$ cat config.mk
export PLATFORM = sky130hd
export DESIGN_NAME = gray_frame_sequencer
export DESIGN_NICKNAME = d
export VERILOG_FILES = /design/src/rtl/gray_frame_sequencer.sv
export SDC_FILE = /design/constraint.sdc
export NUM_CORES = 1
export LEC_CHECK = 0
export ABC_AREA = 1
export CORE_ASPECT_RATIO = 0.9
export CORE_MARGIN = 2
export CORE_UTILIZATION = 51
export CTS_CLUSTER_DIAMETER = 80
export CTS_CLUSTER_SIZE = 16
export DETAILED_ROUTE_END_ITERATION = 10
export PLACE_DENSITY = 0.85
export SYNTH_ARGS = -nofsm -noshare
export SYNTH_HDL_FRONTEND = slang
export SYNTH_SLANG_ARGS = --single-unit
$ cat constraint.sdc
create_clock -name clk -period 3.8 [get_ports clk]
set_input_delay 0.38 -clock clk [delete_from_list [all_inputs] [get_ports clk]]
set_output_delay 0.38 -clock clk [all_outputs]
set_load 0.02 [all_outputs]
$ cat src/rtl/gray_frame_sequencer.sv
// Frame sequencer around a combinational grayscale converter.
// Streams one RGB frame per start and emits tagged gray beats.
module gray_frame_sequencer #(
    parameter int WIDTH  = 640,
    parameter int HEIGHT = 480,
    parameter int CW     = 12
) (
    input  logic          clk,
    input  logic          rst,
    input  logic          start,
    output logic          busy,
    output logic          done,
    output logic [15:0]   frame_cnt,
    input  logic          in_valid,
    output logic          in_ready,
    input  logic [7:0]    in_r,
    input  logic [7:0]    in_g,
    input  logic [7:0]    in_b,
    output logic [7:0]    conv_r,
    output logic [7:0]    conv_g,
    output logic [7:0]    conv_b,
    input  logic [7:0]    conv_gray,
    output logic          out_valid,
    input  logic          out_ready,
    output logic [7:0]    out_gray,
    output logic [CW-1:0] out_x,
    output logic [CW-1:0] out_y,
    output logic          out_sof,
    output logic          out_eol,
    output logic          out_eof
);

    typedef enum logic [1:0] {IDLE, RUN, FLUSH} state_t;

    localparam logic [CW-1:0] XMAX = CW'(WIDTH - 1);
    localparam logic [CW-1:0] YMAX = CW'(HEIGHT - 1);

    state_t        state;
    state_t        state_nx;
    logic [CW-1:0] x;
    logic [CW-1:0] y;
    logic          acc;
    logic          hs;
    logic          last_px;
    logic          eof_hs;

    assign conv_r   = in_r;
    assign conv_g   = in_g;
    assign conv_b   = in_b;

    assign hs       = out_valid && out_ready;
    assign in_ready = (state == RUN) && (!out_valid || out_ready);
    assign acc      = in_valid && in_ready;
    assign last_px  = (x == XMAX) && (y == YMAX);
    assign eof_hs   = (state == FLUSH) && hs && out_eof;

    // State register
    always_ff @(posedge clk) begin
        if (rst) state <= IDLE;
        else     state <= state_nx;
    end

    // Next-state logic
    always_comb begin
        state_nx = state;
        unique case (state)
            IDLE:    if (start)          state_nx = RUN;
            RUN:     if (acc && last_px) state_nx = FLUSH;
            FLUSH:   if (eof_hs)         state_nx = IDLE;
            default:                     state_nx = IDLE;
        endcase
    end

    // State-derived outputs
    always_comb begin
        busy = (state != IDLE);
    end

    // Raster position of the next pixel to accept
    always_ff @(posedge clk) begin
        if (rst) begin
            x <= '0;
            y <= '0;
        end else if (state == IDLE && start) begin
            x <= '0;
            y <= '0;
        end else if (acc) begin
            if (x == XMAX) begin
                x <= '0;
                y <= (y == YMAX) ? '0 : y + CW'(1);
            end else begin
                x <= x + CW'(1);
            end
        end
    end

    // Output beat register: load on accept, drain on handshake
    always_ff @(posedge clk) begin
        if (rst) begin
            out_valid <= 1'b0;
            out_gray  <= '0;
            out_x     <= '0;
            out_y     <= '0;
            out_sof   <= 1'b0;
            out_eol   <= 1'b0;
            out_eof   <= 1'b0;
        end else if (acc) begin
            out_valid <= 1'b1;
            out_gray  <= conv_gray;
            out_x     <= x;
            out_y     <= y;
            out_sof   <= (x == '0) && (y == '0);
            out_eol   <= (x == XMAX);
            out_eof   <= last_px;
        end else if (hs) begin
            out_valid <= 1'b0;
        end
    end

    // Completion pulse and frame counter
    always_ff @(posedge clk) begin
        if (rst) begin
            done      <= 1'b0;
            frame_cnt <= '0;
        end else begin
            done <= eof_hs;
            if (eof_hs) frame_cnt <= frame_cnt + 16'd1;
        end
    end

endmodule

==> results.sh, run 1 <==
export IMPL_slew_headroom_pct=49.8
export IMPL_yosysUniqueCellTypes=34
export IMPL_status="finished clean"
export IMPL_avgSynthCellArea_um2=6.92
export IMPL_synth_seq_cells=79
export IMPL_synth_seq_area_share_pct=39.6
export IMPL_grtUsageTotal_pct=22.8
export IMPL_syn2layout_area_growth_pct=19.0
export IMPL_place_congestion=0.917
export IMPL_cts_resized_gates=0
export IMPL_tns_ns=0
export IMPL_drtAntennaViolNets=0
export IMPL_portBuffers=67
export IMPL_crit_fanout=33
export IMPL_grt_max_degree=34
export IMPL_drt_total_wl_um=9730
export IMPL_hold_ws_ns=0.468
export IMPL_min_period_ns=2.31
export IMPL_cts_setup_buffers=0
export IMPL_clk_pin_slew_worst_paths_ns=0.08
export IMPL_cts_root_buf="clkbuf_8"
export IMPL_dp_hpwl_um=6920
export IMPL_cap_violations=0
export IMPL_num_nets_final=657
export IMPL_cp_required_ns=4.04
export IMPL_vias=3773
export IMPL_synth_nets=619
export IMPL_diodes=0
export IMPL_postSynth_asyncResetShare_pct=0
export IMPL_worstMarginPinSlew_ns=0.752
export IMPL_timing_fmax_mhz=432
export IMPL_antenna_found_initial=0
export IMPL_rsz0062_at_grt="false"
export IMPL_p_per_area_nw_per_um2=365
export IMPL_numCtsBuffers=9
export IMPL_postCtsHoldBufs=0
export IMPL_critPathMaxStageDelay_ns=0.52
export IMPL_cp_start_kind="input pin"
export IMPL_synthCells=577
export IMPL_cp_cell_sequence="clkdlybuf4s50_1 > inv_1 > nand2_1 > nand3_4 > inv_2 > buf_4 > nand2_1 > o22ai_1 > nor2_1"
export IMPL_synth_top_cell_by_area="dfxtp_1"
export IMPL_power_uw=1740
export IMPL_numClockSinks=79
export IMPL_grt_pass1_wl_um=15900
export IMPL_period_share_pct=60.9
export IMPL_ys_top_cells_by_area="dfxtp_1 40%, nand2_1 14%, a21oi_1 7.6%, nor2_1 6.9%, inv_1 5.0%"
export IMPL_rows=30
export IMPL_worstSetupPathType="input pin to flip-flop"
export IMPL_clockBufferDepth=2
export IMPL_final_seq_area_um2=1580
export IMPL_clk_latency_ns=0.36
export IMPL_setup_violations=0
export IMPL_final_hold_violation_count=0
export IMPL_synthFlopType="dfxtp_1"
export IMPL_wl_per_cell_um=13.6
export IMPL_die_x_um=97.3
export IMPL_critPathMostFrequentCell="nand2_1"
export IMPL_drc=0
export IMPL_finalInstanceArea_um2=4750
export IMPL_placed_area_um2=4520
export IMPL_die_area_um2=8550
export IMPL_core_um2=7580
export IMPL_drive_above_1_share_pct=7.59
export IMPL_crit_arrival_ns=2.56
export IMPL_htreeDepth=3
export IMPL_syn_cell_area_um2=3990
export IMPL_ir_drop_mv=0.237
export IMPL_ios=116
export IMPL_cts_tree="yes"
export IMPL_total_leakage_power_uw=0.00175
export IMPL_final_core_util_pct=62.6
export IMPL_synth_edf_count=0
export IMPL_cp_end_kind="flip-flop"
export IMPL_fillers=665
export IMPL_drt_initial_drc_count=285
export IMPL_grt_pass1_vias=3444
export IMPL_vias_per_cell=5.28
export IMPL_slowest_stage="inv_2"
export IMPL_die_y_um=87.9
export IMPL_yosysTopAreaCellShare_pct=39.6
export IMPL_overflow=0
export IMPL_firstDrtPassIters=5
export IMPL_yosys_warnings=0
export IMPL_hp_class="flip-flop to flip-flop"
export IMPL_initial_utilization_pct=52.6
export IMPL_finalClockSkew_ns=0.0136
export IMPL_multi_input_area_um2=1910
export IMPL_final_max_slew_viol_count=0
kinds of logic after synthesis:
| logic type | count (synthesis) | synth area share (%) |
|---|---|---|
| AO/OA/AOI/OAI | 95 | 12.1 |
| XOR/XNOR | 6 | 1.32 |
| adder cells (fa/ha/maj) | 5 | 1.57 |
| buffers and inverters | 101 | 12.6 |
| flip-flops | 79 | 39.6 |
| AND/OR/NAND/NOR | 291 | 32.8 |
flip-flops by register name (all words and copies together), names as in the netlist:
name and cells:
done 1, frame_cnt 16, out_eol 1, x 12
state 2, out_valid 1, out_y 12, out_sof 1
out_gray 8, out_x 12, out_eof 1, y 12
worst max-delay path: cells and delay by family:
kind / cells / cell delay [ns]
and+or+nand+nor: 4 / 0.62
AOI/OAI and AO/OA: 1 / 0.14
buffers and inverters: 4 / 1.40
placed cells by master (no fill, tap or decap), types with 2 or more instances in the layout:
cell             netlist  layout
nand2_1              145     145
dfxtp_1               79      79
nor2_1                73      73
clkdlybuf4s50_1        0      67
a21oi_1               61      61
inv_1                 53      53
nand3_1               29      29
o21ai_0               28      28
nand4_1               14      14
clkbuf_8               0       9
nand2_2                7       7
nor2_4                 6       6
xor2_1                 6       6
inv_2                  5       5
ha_1                   5       5
nor2_2                 4       4
nor3_1                 4       4
bufinv_16              0       3
nand2_4                2       2
o21ai_1                2       2
clkinv_2               1       2
clkinvlp_4             0       2
buf_4                 26       2
cells in the mapped netlist, drive strengths merged (5+ instances only):
cell	instances
inv	58
a21oi	61
o21ai	30
clkbuf	6
dfxtp	79
nand4	15
nor3	6
buf	36
ha	5
nor2	83
nand2	154
xor2	6
nand3	30
final timing paths:
path                  to  depth (start not counted)         from  slack [ns]
min          out_gray[0]                          2  out_gray[0]        0.47
max                 x[6]                          9    out_ready        1.49
max reg2reg         x[6]                          8     state[0]        1.66
min reg2reg  out_gray[0]                          2  out_gray[0]        0.47
per-stage QoR:
step	std cells	worst slack (ns)
3_5_place_dp	700	1.17
4_1_cts	715	1.53
5_1_grt	715	1.27
2_1_floorplan	577	2.27
3_3_place_gp	700	1.24
6_report	715	1.49
report_power, final:
group / switching, uW / internal, uW
Clock: 312 / 431
Sequential: 9.87 / 845
Combinational: 79.9 / 56.7
area by class of cell:
cell class	count	share of cell area (%)
flip-flops and latches	79	33.3
repair buffers	69	14.4
multi-input cells	397	40.1
clock inverters	6	2.32
well taps	96	2.53
inverters	59	4.69
clock buffers	9	2.61
metal layers:
metal  GRT usage, %  share of wire (%)  vias up
li1               -                  -     1896
met1           30.4                 46     1708
met2           36.7                 46      144
met3           4.47                6.9       25
met4           10.1                1.8        0
met5              0                  0        -
Note: power is estimated with default switching activity, not from simulation.
==> run 2, diff against run 1 <==
CORE_UTILIZATION = 48   (was 51)
PLACE_DENSITY = 0.81   (was 0.85)
clock period = 2.34 ns   (was 3.8 ns; I/O delays follow)
==> run 2 against run 1 <==
Clock skew decreased by 0.0029 ns. Final cell count rose by 1.3%. Routed wire length shrank 0.26%. Sequential cell count is the same. Final area grew 0.47%. Clock-buffer cell count did not move.
==> results.sh, run 2 (synthesis gave the netlist of run 1 again) <==
export IMPL_crit_arrival_ns=1.74
export IMPL_critPathTopFamily="buffers and inverters"
export IMPL_total_leakage_power_uw=0.00176
export IMPL_vias_per_cell=5.26
export IMPL_wl_per_cell_um=13.4
export IMPL_place_congestion=0.898
export IMPL_dp_hpwl_um=7060
export IMPL_grt_pass1_vias=3693
export IMPL_cp_start_kind="input pin"
export IMPL_numCtsBuffers=9
export IMPL_num_nets_final=662
export IMPL_die_area_um2=9060
export IMPL_grtUsageTotal_pct=22.6
export IMPL_drc=0
export IMPL_ir_drop_mv=0.397
export IMPL_die_y_um=90.5
export IMPL_drt_initial_drc_count=237
export IMPL_largest_reg_flops=16
export IMPL_numClockSinks=79
export IMPL_final_max_slew_viol_count=0
export IMPL_crit_fanout=3
export IMPL_worstMarginPinSlew_ns=0.396
export IMPL_cts_setup_buffers=0
export IMPL_hp_class="input pin to flip-flop"
export IMPL_grt_pass1_wl_um=16700
export IMPL_finalInstanceArea_um2=4770
export IMPL_initial_utilization_pct=49.5
export IMPL_placed_area_um2=4570
export IMPL_cap_violations=0
export IMPL_vias=3807
export IMPL_postCtsHoldBufs=0
export IMPL_slowest_stage="clkdlybuf4s50_1"
export IMPL_clockBufferDepth=2
export IMPL_drive_above_1_share_pct=8.48
export IMPL_cp_cell_sequence="clkdlybuf4s50_1 > inv_1 > nand2_1 > inv_1 > nor2_1 > clkdlybuf4s50_1"
export IMPL_portBuffers=67
export IMPL_ios=116
export IMPL_drtAntennaViolNets=0
export IMPL_top_register="frame_cnt"
export IMPL_overflow=0
export IMPL_syn2layout_area_growth_pct=19.6
export IMPL_clk_pin_slew_worst_paths_ns=0.09
export IMPL_cts_resized_gates=0
export IMPL_status="finished clean"
export IMPL_clk_latency_ns=0.36
export IMPL_slew_headroom_pct=73.5
export IMPL_cts_root_buf="clkbuf_8"
export IMPL_grt_max_degree=30
export IMPL_min_period_ns=1.97
export IMPL_mostFrequentLayoutCells="145 x nand2_1, 79 x dfxtp_1, 73 x nor2_1"
export IMPL_die_x_um=100
export IMPL_critPathMaxStageDelay_ns=0.63
export IMPL_diodes=0
export IMPL_tns_ns=0
export IMPL_antenna_found_initial=0
export IMPL_firstDrtPassIters=5
export IMPL_timing_fmax_mhz=508
export IMPL_setup_ws_ns=0.371
export IMPL_cp_end_kind="output pin"
export IMPL_drt_total_wl_um=9710
export IMPL_worstSetupPathType="input pin to output pin"
export IMPL_cp_required_ns=2.11
export IMPL_htreeDepth=3
export IMPL_cts_tree="yes"
export IMPL_final_hold_violation_count=0
export IMPL_rsz0062_at_grt="false"
export IMPL_pre_cts_ws_ns=0.372
export IMPL_cp_buffers_inverters=4
export IMPL_rows=31
export IMPL_p_per_area_nw_per_um2=557
export IMPL_finalClockSkew_ns=0.0107
export IMPL_core_um2=8070
export IMPL_period_share_pct=84.2
export IMPL_final_common_cell="nand2_1"
export IMPL_setup_violations=0
-- run 2: cell count changes in the layout (fill, tap and decap cells not counted), sizes merged --
cell      before  now
clkinvlp       2    3
inv           58   61
clkinv         2    1
bufinv         3    1
buf            2    7
-- run 2: worst min-delay path: stages --
cell             delay, ns
clkdlybuf4s50_1       0.40
nand2_1               0.06
a21oi_1               0.05
-- run 2: final timing paths --
| path | startpoint | end | slack, ns | cells past startpoint |
|---|---|---|---|---|
| max reg2reg | y[0] | y[7] | 0.66 | 8 |
| max | out_ready | in_ready | 0.37 | 6 |
| min | conv_gray[0] | out_gray[0] | 0.42 | 3 |
| min reg2reg | out_gray[4] | out_gray[4] | 0.47 | 2 |
-- run 2: final cells by class --
cell class	count	area [um^2]
fillers	724	3300
multi-input cells	397	1910
flip-flops and latches	79	1580
repair buffers	74	736
inverters	59	223
clock buffers	9	124
well taps	99	124
clock inverters	7	78.8
-- run 2: through the flow --
stage	hold WS [ns]	util [%]	std cells	power, uW
finish	0.421	59.2	724	2660
global route	0.413	59.2	724	2760
CTS	0.410	59.2	724	2680
detailed placement	0.456	56.6	708	1650
global placement	0.452	56.6	708	1640
floorplan	0.378	-	577	1600
-- run 2: power by group --
part           internal, uW  switching [uW]
clock                   503             538
combinational          99.0             131
sequential             1370            15.6
total                  1970             685
-- run 2: per-layer routing --
metal,track usage [%],part of all wire [%],vias up,routed length (um)
met4,7.42,1.5,0,143
li1,-,-,1907,-
met3,5.96,6.1,18,596
met5,0,0,-,0
met1,28.0,45,1770,4370
met2,37.8,47,112,4600
==> run 3, diff against run 2 <==
CORE_UTILIZATION = 43   (was 48)
PLACE_DENSITY = 0.76   (was 0.81)
clock period = 1.7 ns   (was 2.34 ns; I/O delays follow)
==> run 3 against run 2 <==
Via count increased by 1.4%. Total power up 42%. Clock power is 48% higher. Setup slack got worse by 0.31 ns. Sequential cell count unchanged. Combinational power is 41% higher. Largest power group unchanged. Critical path depth fell by 5. Die area grew 11%. Sequential power rose by 37%. Sequential share of layout area shrank 0.85 points. Final area rose by 2.9%.
==> results.sh, run 3 (synthesis gave the netlist of run 1 again) <==
export IMPL_core_um2=9080
export IMPL_cp_cell_sequence="clkdlybuf4s50_1"
export IMPL_crit_path_start="frame_cnt[11]"
export IMPL_drt_initial_drc_count=223
export IMPL_cts_root_buf="clkbuf_8"
export IMPL_final_common_cell="nand2_1"
export IMPL_critPathTopFamily="buffers and inverters"
export IMPL_initial_utilization_pct=43.9
export IMPL_top_register="frame_cnt"
export IMPL_cp_start_kind="flip-flop"
export IMPL_grt_pass1_wl_um=16200
export IMPL_slew_headroom_pct=77.7
export IMPL_critPathMaxStageDelay_ns=0.65
export IMPL_ios=116
export IMPL_ir_drop_mv=0.333
export IMPL_numClockSinks=79
export IMPL_min_period_ns=1.64
export IMPL_die_x_um=106
export IMPL_vias_per_cell=5.09
export IMPL_power_uw=3780
export IMPL_clk_pin_slew_worst_paths_ns=0.09
export IMPL_grt_max_degree=30
export IMPL_worstSetupPathType="flip-flop to output pin"
export IMPL_comb_power_share_pct=8.6
export IMPL_worstHoldPathCells=0
export IMPL_rows=33
export IMPL_firstDrtPassIters=5
export IMPL_diodes=0
export IMPL_reg2reg_from="x[1]"
export IMPL_mostFrequentLayoutCells="145 x nand2_1, 76 x dfxtp_1, 72 x nor2_1"
export IMPL_overflow=0
export IMPL_internal_power_uw=2890
export IMPL_seq_power_share_pct=50.6
export IMPL_grt_pass1_vias=3531
export IMPL_die_area_um2=10100
export IMPL_cp_end_kind="output pin"
export IMPL_antenna_found_initial=0
export IMPL_period_share_pct=96.2
export IMPL_power_clock_fraction_pct=40.8
export IMPL_r2r_cells=8
export IMPL_drt_total_wl_um=9870
export IMPL_setup_violations=0
export IMPL_slowest_stage="clkdlybuf4s50_1"
export IMPL_switching_share_pct=23.4
export IMPL_cp_num_cells=1
export IMPL_tns_ns=0
export IMPL_timing_fmax_mhz=611
export IMPL_die_y_um=95.4
export IMPL_syn2layout_area_growth_pct=23.0
export IMPL_drive_above_1_share_pct=10.7
export IMPL_place_congestion=0.936
export IMPL_crit_fanout=6
export IMPL_fillers=837
export IMPL_final_max_slew_viol_count=0
export IMPL_finalClockSkew_ns=0.0179
export IMPL_power_switching_uw=883
export IMPL_worstMarginPinSlew_ns=0.334
export IMPL_drc=0
export IMPL_placed_area_um2=4670
export IMPL_cp_buffers_inverters=1
export IMPL_clockBufferDepth=2
export IMPL_p_per_area_nw_per_um2=769
export IMPL_wl_per_cell_um=13.0
export IMPL_status="finished clean"
export IMPL_hp_class="input pin to output pin"
export IMPL_min_from="in_b[0]"
export IMPL_dp_hpwl_um=7200
export IMPL_largest_reg_flops=16
export IMPL_clk_latency_ns=0.35
export IMPL_vias=3861
export IMPL_crit_arrival_ns=1.47
export IMPL_cts_tree="yes"
export IMPL_num_nets_final=673
export IMPL_finalInstanceArea_um2=4910
export IMPL_final_hold_violation_count=0
export IMPL_grtUsageTotal_pct=19.9
export IMPL_portBuffers=67
export IMPL_total_leakage_power_uw=0.00186
export IMPL_cp_required_ns=1.53
export IMPL_drtAntennaViolNets=0
export IMPL_cap_violations=0
export IMPL_numCtsBuffers=9
export IMPL_htreeDepth=3
-- run 3: metal layers --
metal | routed length (um) | global-route usage, %
met4 | 101 | 6.69
met1 | 4430 | 25.5
met3 | 631 | 4.65
met5 | 0 | 0
met2 | 4700 | 33.3
-- run 3: what timing repair did --
| item | in CTS | in global routing |
|---|---|---|
| hold endpoints to repair | 0 | 0 |
| gates resized for setup | 2 | 4 |
| hold buffers | 0 | 0 |
| setup endpoints to repair | 2 | 21 |
| pin swaps | 0 | 4 |
| buffers inserted | 0 | 2 |
-- run 3: per-stage QoR --
stage	std cells	hold slack (ns)	utilization (%)	setup WS, ns
2_1_floorplan	577	0.314	-	0.169
3_3_place_gp	740	0.340	51.4	-0.108
3_5_place_dp	740	0.340	51.4	-0.109
4_1_cts	756	0.340	53.8	0.0350
5_1_grt	758	0.340	54.0	-0.00855
6_report	758	0.340	54.0	0.0642
-- run 3: power groups by stage --
| stage | combinational [uW] | clock [uW] | sequential (uW) |
|---|---|---|---|
| after floorplan | 208 | 0 | 2000 |
| after global placement | 323 | 0 | 1950 |
| after detailed placement | 328 | 0 | 1950 |
| after CTS | 328 | 1570 | 1910 |
| after global routing | 352 | 1660 | 1920 |
| final | 325 | 1540 | 1910 |
-- run 3: path summary, 6_finish.rpt --
kind                    to  slack, ns
min              conv_b[0]       0.34
max          frame_cnt[11]       0.06
max reg2reg          x[10]       0.16
min reg2reg       out_x[6]       0.47
-- run 3: final cells by class --
type / instances / area, um^2 / share of cell area [%]
clock inverters: 6 / 83.8 / 1.71
well taps: 122 / 153 / 3.11
flip-flops and latches: 79 / 1590 / 32.3
inverters: 59 / 223 / 4.54
clock buffers: 10 / 138 / 2.80
multi-input cells: 397 / 1910 / 38.9
repair buffers: 85 / 820 / 16.7
